===== config.mk =====
export PLATFORM = sky130hd
export DESIGN_NAME = add_rr_arbiter
export DESIGN_NICKNAME = d
export VERILOG_FILES = /design/src/rtl/add_arb_pkg.sv /design/src/rtl/rr_pick.sv /design/src/rtl/add_rr_arbiter.sv
export SDC_FILE = /design/constraint.sdc
export NUM_CORES = 1
export LEC_CHECK = 0
export ABC_AREA = 1
export CAP_MARGIN = 20
export CELL_PAD_IN_SITES_DETAIL_PLACEMENT = 0
export CELL_PAD_IN_SITES_GLOBAL_PLACEMENT = 1
export CORE_UTILIZATION = 23
export DETAILED_ROUTE_END_ITERATION = 6
export GPL_TIMING_DRIVEN = 0
export HOLD_SLACK_MARGIN = 0.08
export PLACE_DENSITY_LB_ADDON = 0.1
export SLEW_MARGIN = 20
export SYNTH_ARGS = -nofsm -noshare
export SYNTH_HDL_FRONTEND = slang
export SYNTH_SLANG_ARGS = --single-unit

===== constraint.sdc =====
create_clock -name clk -period 2.9 [get_ports clk]
set_input_delay 0.29 -clock clk [delete_from_list [all_inputs] [get_ports clk]]
set_output_delay 0.29 -clock clk [all_outputs]
set_load 0.01 [all_outputs]

===== src/rtl/add_arb_pkg.sv =====
// Shared types and defaults for the round-robin adder arbiter.
package add_arb_pkg;

    typedef enum logic {
        MODE_BYTE  = 1'b0,
        MODE_SPLIT = 1'b1
    } mode_e;

    typedef enum logic {
        EMPTY = 1'b0,
        FULL  = 1'b1
    } state_e;

    localparam int unsigned DEFAULT_NREQ = 4;
    localparam int unsigned DEFAULT_W    = 8;

    function automatic int unsigned id_width(input int unsigned n);
        return (n <= 2) ? 1 : $clog2(n);
    endfunction

endpackage


===== src/rtl/rr_pick.sv =====
// Combinational round-robin picker: first requester strictly after last_ptr, circularly.
module rr_pick #(
    parameter int unsigned NREQ = 4,
    parameter int unsigned IDW  = 2
) (
    input  logic [NREQ-1:0] req,
    input  logic [IDW-1:0]  last_ptr,
    output logic [NREQ-1:0] gnt,
    output logic [IDW-1:0]  idx,
    output logic            any
);

    logic [2*NREQ-1:0] dbl;
    logic [2*NREQ-1:0] mask;
    logic [2*NREQ-1:0] masked;

    always_comb begin
        int k;
        dbl = {req, req};
        // Upper copy is never masked, so the search always wraps around to index 0.
        for (int j = 0; j < 2 * NREQ; j++) begin
            mask[j] = (j > int'(last_ptr));
        end
        masked = dbl & mask;
        gnt    = '0;
        idx    = '0;
        any    = 1'b0;
        k      = 0;
        for (int j = 0; j < 2 * NREQ; j++) begin
            if (!any && masked[j]) begin
                any = 1'b1;
                k   = (j >= int'(NREQ)) ? j - int'(NREQ) : j;
                gnt[k] = 1'b1;
                idx    = IDW'(k);
            end
        end
    end

endmodule


===== src/rtl/add_rr_arbiter.sv =====
// Round-robin shared adder with a single-entry valid/ready result register.
module add_rr_arbiter
    import add_arb_pkg::*;
#(
    parameter int unsigned NREQ = DEFAULT_NREQ,
    parameter int unsigned W    = DEFAULT_W,
    parameter int unsigned IDW  = id_width(NREQ)
) (
    input  logic              clk,
    input  logic              reset,
    input  logic [NREQ-1:0]   req,
    input  logic [NREQ*W-1:0] a_flat,
    input  logic [NREQ*W-1:0] b_flat,
    input  logic [NREQ-1:0]   mode,
    output logic [NREQ-1:0]   gnt,
    output logic              res_valid,
    output logic [W-1:0]      res_data,
    output logic              res_carry,
    output logic [IDW-1:0]    res_id,
    input  logic              res_ready
);

    state_e          state;
    logic [IDW-1:0]  last_ptr;
    logic [NREQ-1:0] pick_gnt;
    logic [IDW-1:0]  pick_idx;
    logic            pick_any;
    logic            slot_free;
    logic            grant;

    logic [W-1:0]    a_sel;
    logic [W-1:0]    b_sel;
    mode_e           mode_sel;
    logic [W:0]      sum;
    logic [W/2:0]    nib_sum;
    logic [W-1:0]    nxt_data;
    logic            nxt_carry;

    rr_pick #(
        .NREQ (NREQ),
        .IDW  (IDW)
    ) u_pick (
        .req      (req),
        .last_ptr (last_ptr),
        .gnt      (pick_gnt),
        .idx      (pick_idx),
        .any      (pick_any)
    );

    assign slot_free = (state == EMPTY) | res_ready;
    assign grant     = slot_free & pick_any & ~reset;
    assign gnt       = grant ? pick_gnt : '0;
    assign res_valid = (state == FULL);

    always_comb begin
        a_sel    = '0;
        b_sel    = '0;
        mode_sel = MODE_BYTE;
        for (int i = 0; i < NREQ; i++) begin
            if (pick_idx == IDW'(i)) begin
                a_sel    = a_flat[i*W +: W];
                b_sel    = b_flat[i*W +: W];
                mode_sel = mode_e'(mode[i]);
            end
        end
        sum     = {1'b0, a_sel} + {1'b0, b_sel};
        nib_sum = {1'b0, a_sel[W-1:W/2]} + {1'b0, a_sel[W/2-1:0]};
        if (mode_sel == MODE_SPLIT) begin
            nxt_data  = {sum[W-1:W/2], nib_sum[W/2-1:0]};
            nxt_carry = nib_sum[W/2];
        end else begin
            nxt_data  = sum[W-1:0];
            nxt_carry = sum[W];
        end
    end

    always_ff @(posedge clk or posedge reset) begin
        if (reset) begin
            state     <= EMPTY;
            last_ptr  <= IDW'(NREQ - 1);
            res_data  <= '0;
            res_carry <= 1'b0;
            res_id    <= '0;
        end else begin
            if (grant) begin
                state     <= FULL;
                last_ptr  <= pick_idx;
                res_data  <= nxt_data;
                res_carry <= nxt_carry;
                res_id    <= pick_idx;
            end else if (state == FULL && res_ready) begin
                state <= EMPTY;
            end
        end
    end

endmodule


# After elaboration in Yosys (flattened, before gate mapping)
# Index checks and enable logic that the tools add are counted.
word_totals:
  ff_bits: 14
  latch_bits: 0
  ram_bits: 0
  mem_bits_ro: 0
  output_inout_bits: 16
  wordCells: 75
  memories: 0
classes:
  addsub: 2
  n_mul: 0
  n_div: 0
  order_cmp: 3
  eq_ne: 3
  n_shift: 0
  muxes: 39
  bitwise: 6
  reduce_logical: 17
op_table:
  columns: ["cell", "count"]
  rows:
  - ["$mux W8", 8]
  - ["$mux W1", 23]
  - ["$mux W2", 6]
  - ["$add A8 B8 Y9", 1]
  - ["$and A8 B8 Y8", 1]
  - ["$logic_and A1 B1 Y1", 8]
  - ["$mux W4", 2]
  - ["$logic_not A1 Y1", 7]
  - ["$add A4 B4 Y5", 1]
  - ["$eq A2 B2 Y1 const B", 2]
  - ["$gt A2 B2 Y1 const A", 2]
  - ["$and A1 B1 Y1", 2]
  - ["$eq A2 B1 Y1 const B", 1]
  - ["$gt A1 B2 Y1 const A", 1]
  - ["$logic_not A2 Y1", 1]
  - ["$not A1 Y1", 2]
  - ["$reduce_bool A2 Y1", 1]
  - ["$or A1 B1 Y1", 1]

# Depth between registers and ports, before layout
logic_depth:
  ltp_word: 31
  mapped_depth: 23
  mapped_depth_nobuf: 22

# Cells and area by module
# Synthesis repeated with hierarchy kept, for this count alone.
hier_totals:
  cells_unflattened: 294
  hier_area_um2: 1720.4
by_module_without_submodules:
  columns: ["module", "n_inst", "cells_per_inst", "area_each_um2"]
  rows:
  - ["add_rr_arbiter", 1, 263, 1569.0]
  - ["rr_pick", 1, 31, 151.4]

# Least setup slack after synthesis
# Ideal clock, no wire load.
synth_path:
  path_type: "flip-flop to flip-flop"
  startpoint: "reg last_ptr[1]"
  endpoint: "reg res_carry"
  setup_time_ns: 0.065
  t_arrival_ns: 3.069
  required_ns: 2.835
  slack_ns: -0.233
  stages_incl_launch_ff: 22
  cell_sequence: "dfstp_2 -> nand2_1 -> nand2_1 -> nand4_1 -> nor2_1 -> nor2_4 -> nand2_1 -> buf_4 -> o21ai_0 -> a31oi_1 -> ha_1 -> inv_1 -> fa_1 -> o21ai_0 -> a21oi_1 -> o21bai_1 -> nand2_1 -> nand2_1 -> a21oi_1 -> nand2_1 -> nand3_1 -> nand2_1"
synth_via:
  elab_chain_len: 29
  elab_cells_between_ends: 52
  classes_between: "2 x add/sub; 3 x order compare; 3 x eq/ne; 27 x mux; 3 x bitwise; 14 x reduce/logical"
synth_rtl:
  columns: ["item", "line", "text"]
  rows:
  - ["start, declared", "add_rr_arbiter.sv:24", "logic [IDW-1:0] last_ptr;"]
  - ["start signal, assigned", "add_rr_arbiter.sv:80", "last_ptr <= IDW'(NREQ - 1);"]
  - ["start signal, assigned", "add_rr_arbiter.sv:87", "last_ptr <= pick_idx;"]
  - ["$gt A1 B2 Y1", "rr_pick.sv:22", "mask[j] = (j > int'(last_ptr));"]
  - ["$and A8 B8 Y8 (*)", "rr_pick.sv:24", "masked = dbl & mask;"]
  - ["$logic_and A1 B1 Y1", "rr_pick.sv:30", "if (!any && masked[j]) begin"]
  - ["$mux W1", "rr_pick.sv:30", null]
  - ["$logic_not A1 Y1", "rr_pick.sv:30", null]
  - ["$logic_and A1 B1 Y1", "rr_pick.sv:30", null]
  - ["$mux W1", "rr_pick.sv:30", null]
  - ["$logic_not A1 Y1", "rr_pick.sv:30", null]
  - ["[10 not listed]", null, null]
  - ["$mux W1", "rr_pick.sv:30", null]
  - ["$logic_not A1 Y1", "rr_pick.sv:30", null]
  - ["$logic_and A1 B1 Y1", "rr_pick.sv:30", null]
  - ["$mux W2", "rr_pick.sv:30", null]
  - ["$logic_not A2 Y1", "add_rr_arbiter.sv:60", "if (pick_idx == IDW'(i)) begin"]
  - ["$mux W8 (4 in series)", "add_rr_arbiter.sv:60", null]
  - ["$add A8 B8 Y9 / $add A4 B4 Y5 (equally long branches)", "add_rr_arbiter.sv:66, add_rr_arbiter.sv:67", null]
  - ["$mux W1", "add_rr_arbiter.sv:68", "if (mode_sel == MODE_SPLIT) begin"]
  - ["end signal, assigned", "add_rr_arbiter.sv:89", "res_carry <= nxt_carry;"]
  - ["end, declared", "add_rr_arbiter.sv:18", "output logic res_carry,"]
# Every way passes the cells marked *; elsewhere a longest branch is shown, timed or not.
# A chain may end at the register's enable or synchronous reset.

# Worst setup path in the final report
# Ends and elaborated chain as after synthesis.

==> impl_metrics.csv <==
group,metric,value,unit
synth,synth_area_per_cell,6.46,um2
drt,drc,0,
synth,syn_nets,347,
critical_path,ff2ff_path_depth,20,
critical_path,rr_endpoint,"res_carry",
sta,skew,5.17,ps
placement,pre_cts_slack,-891,ps
synth,ys_seq_elements,14,
outcome,violations,"negative setup slack",
sta,tightest_slew,557,ps
min_path,hold_class,"in -> async",
cts,cts_sinks,14,
synth,synth_edf_count,0,
drt,detail-route-antenna-nets,0,
cells_and_area,fin_util,0.505,
sta,finalHoldViolations,0,
floorplan,initial_utilization,0.241,
cts,cts.path.max_buffers,2,
power_and_ir_drop,netSwitchingPower,1340,uW
critical_path,critPathArrivalTime,3290,ps
placement,dp_hpwl,4870,um
grt,grt_max_degree,16,
cts,insertion_delay,250,ps
critical_path,critPathSlowestCell,"dfstp_2",
power_and_ir_drop,power_frac_seq,0.109,
critical_path,r2r_start,"last_ptr[1]",
placement,place_congestion,0.796,
floorplan,row_count,30,
grt,gr-usage-met2,0.275,
cts,h-tree-depth,1,
synth,syn-cell-area,0.00167,mm2
synth,synthArstFlopShare,1.00,
cells_and_area,nFillCells,715,
placement,dp.cells,444,
floorplan,die-area,0.00760,mm2
drt,drt_wl_total,6440,um
cts,cts_tree,"done",
drt,drt_iter0_drc,63,
critical_path,regToRegSetupSlack,-210,ps
power_and_ir_drop,sw_frac_of_total,0.440,
synth,ys_types,35,
floorplan,io_pins,91,
power_and_ir_drop,p_int,1700,uW
grt,grt_pass1_vias,2210,
grt,antenna_found_initial,0,
cells_and_area,layout.nets,485,
sta,report.final.slew_viol_count,0,
synth,netlist_instances,258,
drt,firstDrtPassIters,5,
cells_and_area,area_delta_synth_final,109,%
power_and_ir_drop,irDropWorstVdd,223,uV
sta,slew-limit-headroom,0.628,
synth,yosys_warnings,0,
sta,period_minus_slack,3110,ps
grt,grt_usage,0.172,
grt,grt-ovfl-total,0,
cells_and_area,drive_gt1_frac,0.324,
grt,use_met1,0.236,
sta,rsz0062_at_grt,"yes",
outcome,status,"finished, violations left",
floorplan,die_h,87.2,um
sta,tns,-668,ps
power_and_ir_drop,power.share.clock,0.054,
cells_and_area,diodes,0,
sta,post-route-period-util,1.07,
synth,synth-main-ff-cell,"dfrtp_1",
critical_path,path_common_cell,"nand2_1",
critical_path,cp.required,3090,ps
power_and_ir_drop,power_leakage,0.00151,uW
critical_path,critical-path-max-stage-delay,560,ps
drt,vias_per_cell,4.41,
sta,setup_viol,7,
cts,cts_inserted_buffers,3,
critical_path,crit_chain,"nor2_2 > nand2_2 > nand4_1 > buf_4 > o21ai_4 > buf_6 > nand2_4 > a31oi_4 > ha_4 > inv_2 > fa_2 > o21ai_2 > a21oi_2 > o21bai_1 > nand2_1 > nand2_1 > a21oi_2 > nand2_1 > nand3_2 > nand2_1",
sta,fmax,322,MHz
cells_and_area,fin_cells,491,
floorplan,core-area,0.00691,mm2
critical_path,critical_path_class,"reg -> reg",
drt,dr_total_vias,2165,
cts,clk_pin_slew,60,ps
critical_path,endpoint_kind,"flop",
cts,cts_root_buffer,"clkbuf_8",
floorplan,die_w,87.2,um
power_and_ir_drop,power.density,873,mW/mm2
grt,use_met3,0.0379,
synth,synth-seq-area-share,0.212,
drt,wl_per_cell,13.1,um
grt,grt_pass1_wl,10200,um
power_and_ir_drop,combPwrFrac,0.837,
grt,top_usage_layer,"met2",
sta,fin_ws,-205,ps
cts,cts_hold_buffers,0,
critical_path,start_kind,"flop",
placement,io_buffers,90,
run,maxCapViolCount,0,
critical_path,crit_path_max_fanout,7,
## state kept, by name, indices dropped and copies added (netlist names)
| signal | cells |
|---|---|
| res_data | 8 |
| last_ptr | 2 |
| res_id | 2 |
| res_valid | 1 |
| res_carry | 1 |
## logic make-up after synthesis
| kind of cell | after synthesis | synth area share |
|---|---|---|
| flops | 14 | 0.212 |
| compound gates | 38 | 0.124 |
| buf+inv | 33 | 0.0818 |
| simple gates | 152 | 0.432 |
| fa+ha+maj | 14 | 0.114 |
| xor+xnor | 7 | 0.0368 |
## critical path, delay by kind of cell (launching register included)
kind / cells / cell delay, ps
AO/OA/AOI/OAI: 6 / 850
adder cells (fa/ha/maj): 2 / 510
buffers and inverters: 3 / 400
flip-flops: 1 / 560
AND/OR/NAND/NOR: 9 / 720
## power groups by stage
stage	clock network (uW)	registers [uW]	logic [uW]
global placement	0	333	1680
finish	163	333	2550
global route	174	344	2790
floorplan	0	366	1100
detailed placement	0	334	1690
CTS	168	334	2150
## timing repair
action / 4_1_cts / 5_1_grt
gates resized for setup: 48 / 53
cloned: 1 / 0
pin swaps: 31 / 40
endpoints found under the setup margin: 12 / 12
setup buffers: 29 / 14
## worst max path at each step
stage,startpoint,endpoint,slack [ps]
global placement,req[1],res_carry,-890
finish,last_ptr[1],res_carry,-210
floorplan,last_ptr[1],res_carry,-40
CTS,last_ptr[1],res_carry,-210
detailed placement,req[3],res_carry,-890
global route,last_ptr[1],res_carry,-410
## per-stage QoR
| step | total power [uW] | hold slack [ps] | area, um2 |
|---|---|---|---|
| finish | 3040 | 402 | 3490 |
| detailed placement | 2020 | 466 | 2710 |
| global route | 3310 | 459 | 3490 |
| CTS | 2650 | 417 | 3150 |
| floorplan | 1460 | 186 | 1690 |
| global placement | 2010 | 464 | 2710 |
## metal layers
metal  routed length (um)  vias up
met2                 2910       84
met1                 3000      939
met4                   61        0
met5                    0        -
met3                  463        5
li1                     -     1137
## area by class of cell
class                      instances  area [um2]  area share
buffer                             8        77.6      0.0223
clock buffer                       4        45.0      0.0129
inverter                          25        98.8      0.0284
multi-input combinational        211        1560       0.447
sequential                        14         353       0.101
tap                               96         120      0.0345
timing repair buffer             133        1230       0.354
## synthesized netlist by cell type (2+ instances only)
master / n / area [um2]
o21ai_0: 11 / 55.1
nor2_1: 16 / 60.1
xor2_1: 3 / 26.3
nand3_1: 28 / 140
nand4_1: 11 / 68.8
nand3_2: 2 / 20.0
inv_2: 5 / 18.8
a31oi_1: 7 / 43.8
dfrtp_1: 12 / 300
clkbuf_1: 2 / 7.51
o21ai_1: 5 / 25.0
fa_1: 2 / 40.0
nand2_1: 82 / 308
ha_1: 12 / 150
inv_1: 19 / 71.3
a21oi_1: 12 / 60.1
xnor2_1: 4 / 35.0
nor3_1: 2 / 10.0
nand2_4: 2 / 22.5
dfstp_2: 2 / 52.6
buf_2: 5 / 25.0
## cells in the final DEF (no fill, tap or decap), types with 10 or more instances in the layout
master,synthesis,routed
nand4_1,11,11
buf_6,0,10
nand2_1,82,69
clkdlybuf4s50_1,0,87
nand3_1,28,22
dfrtp_1,12,12
inv_1,19,15
nor2_1,16,14
buf_4,1,39
Note: power is estimated with default switching activity, not from simulation.
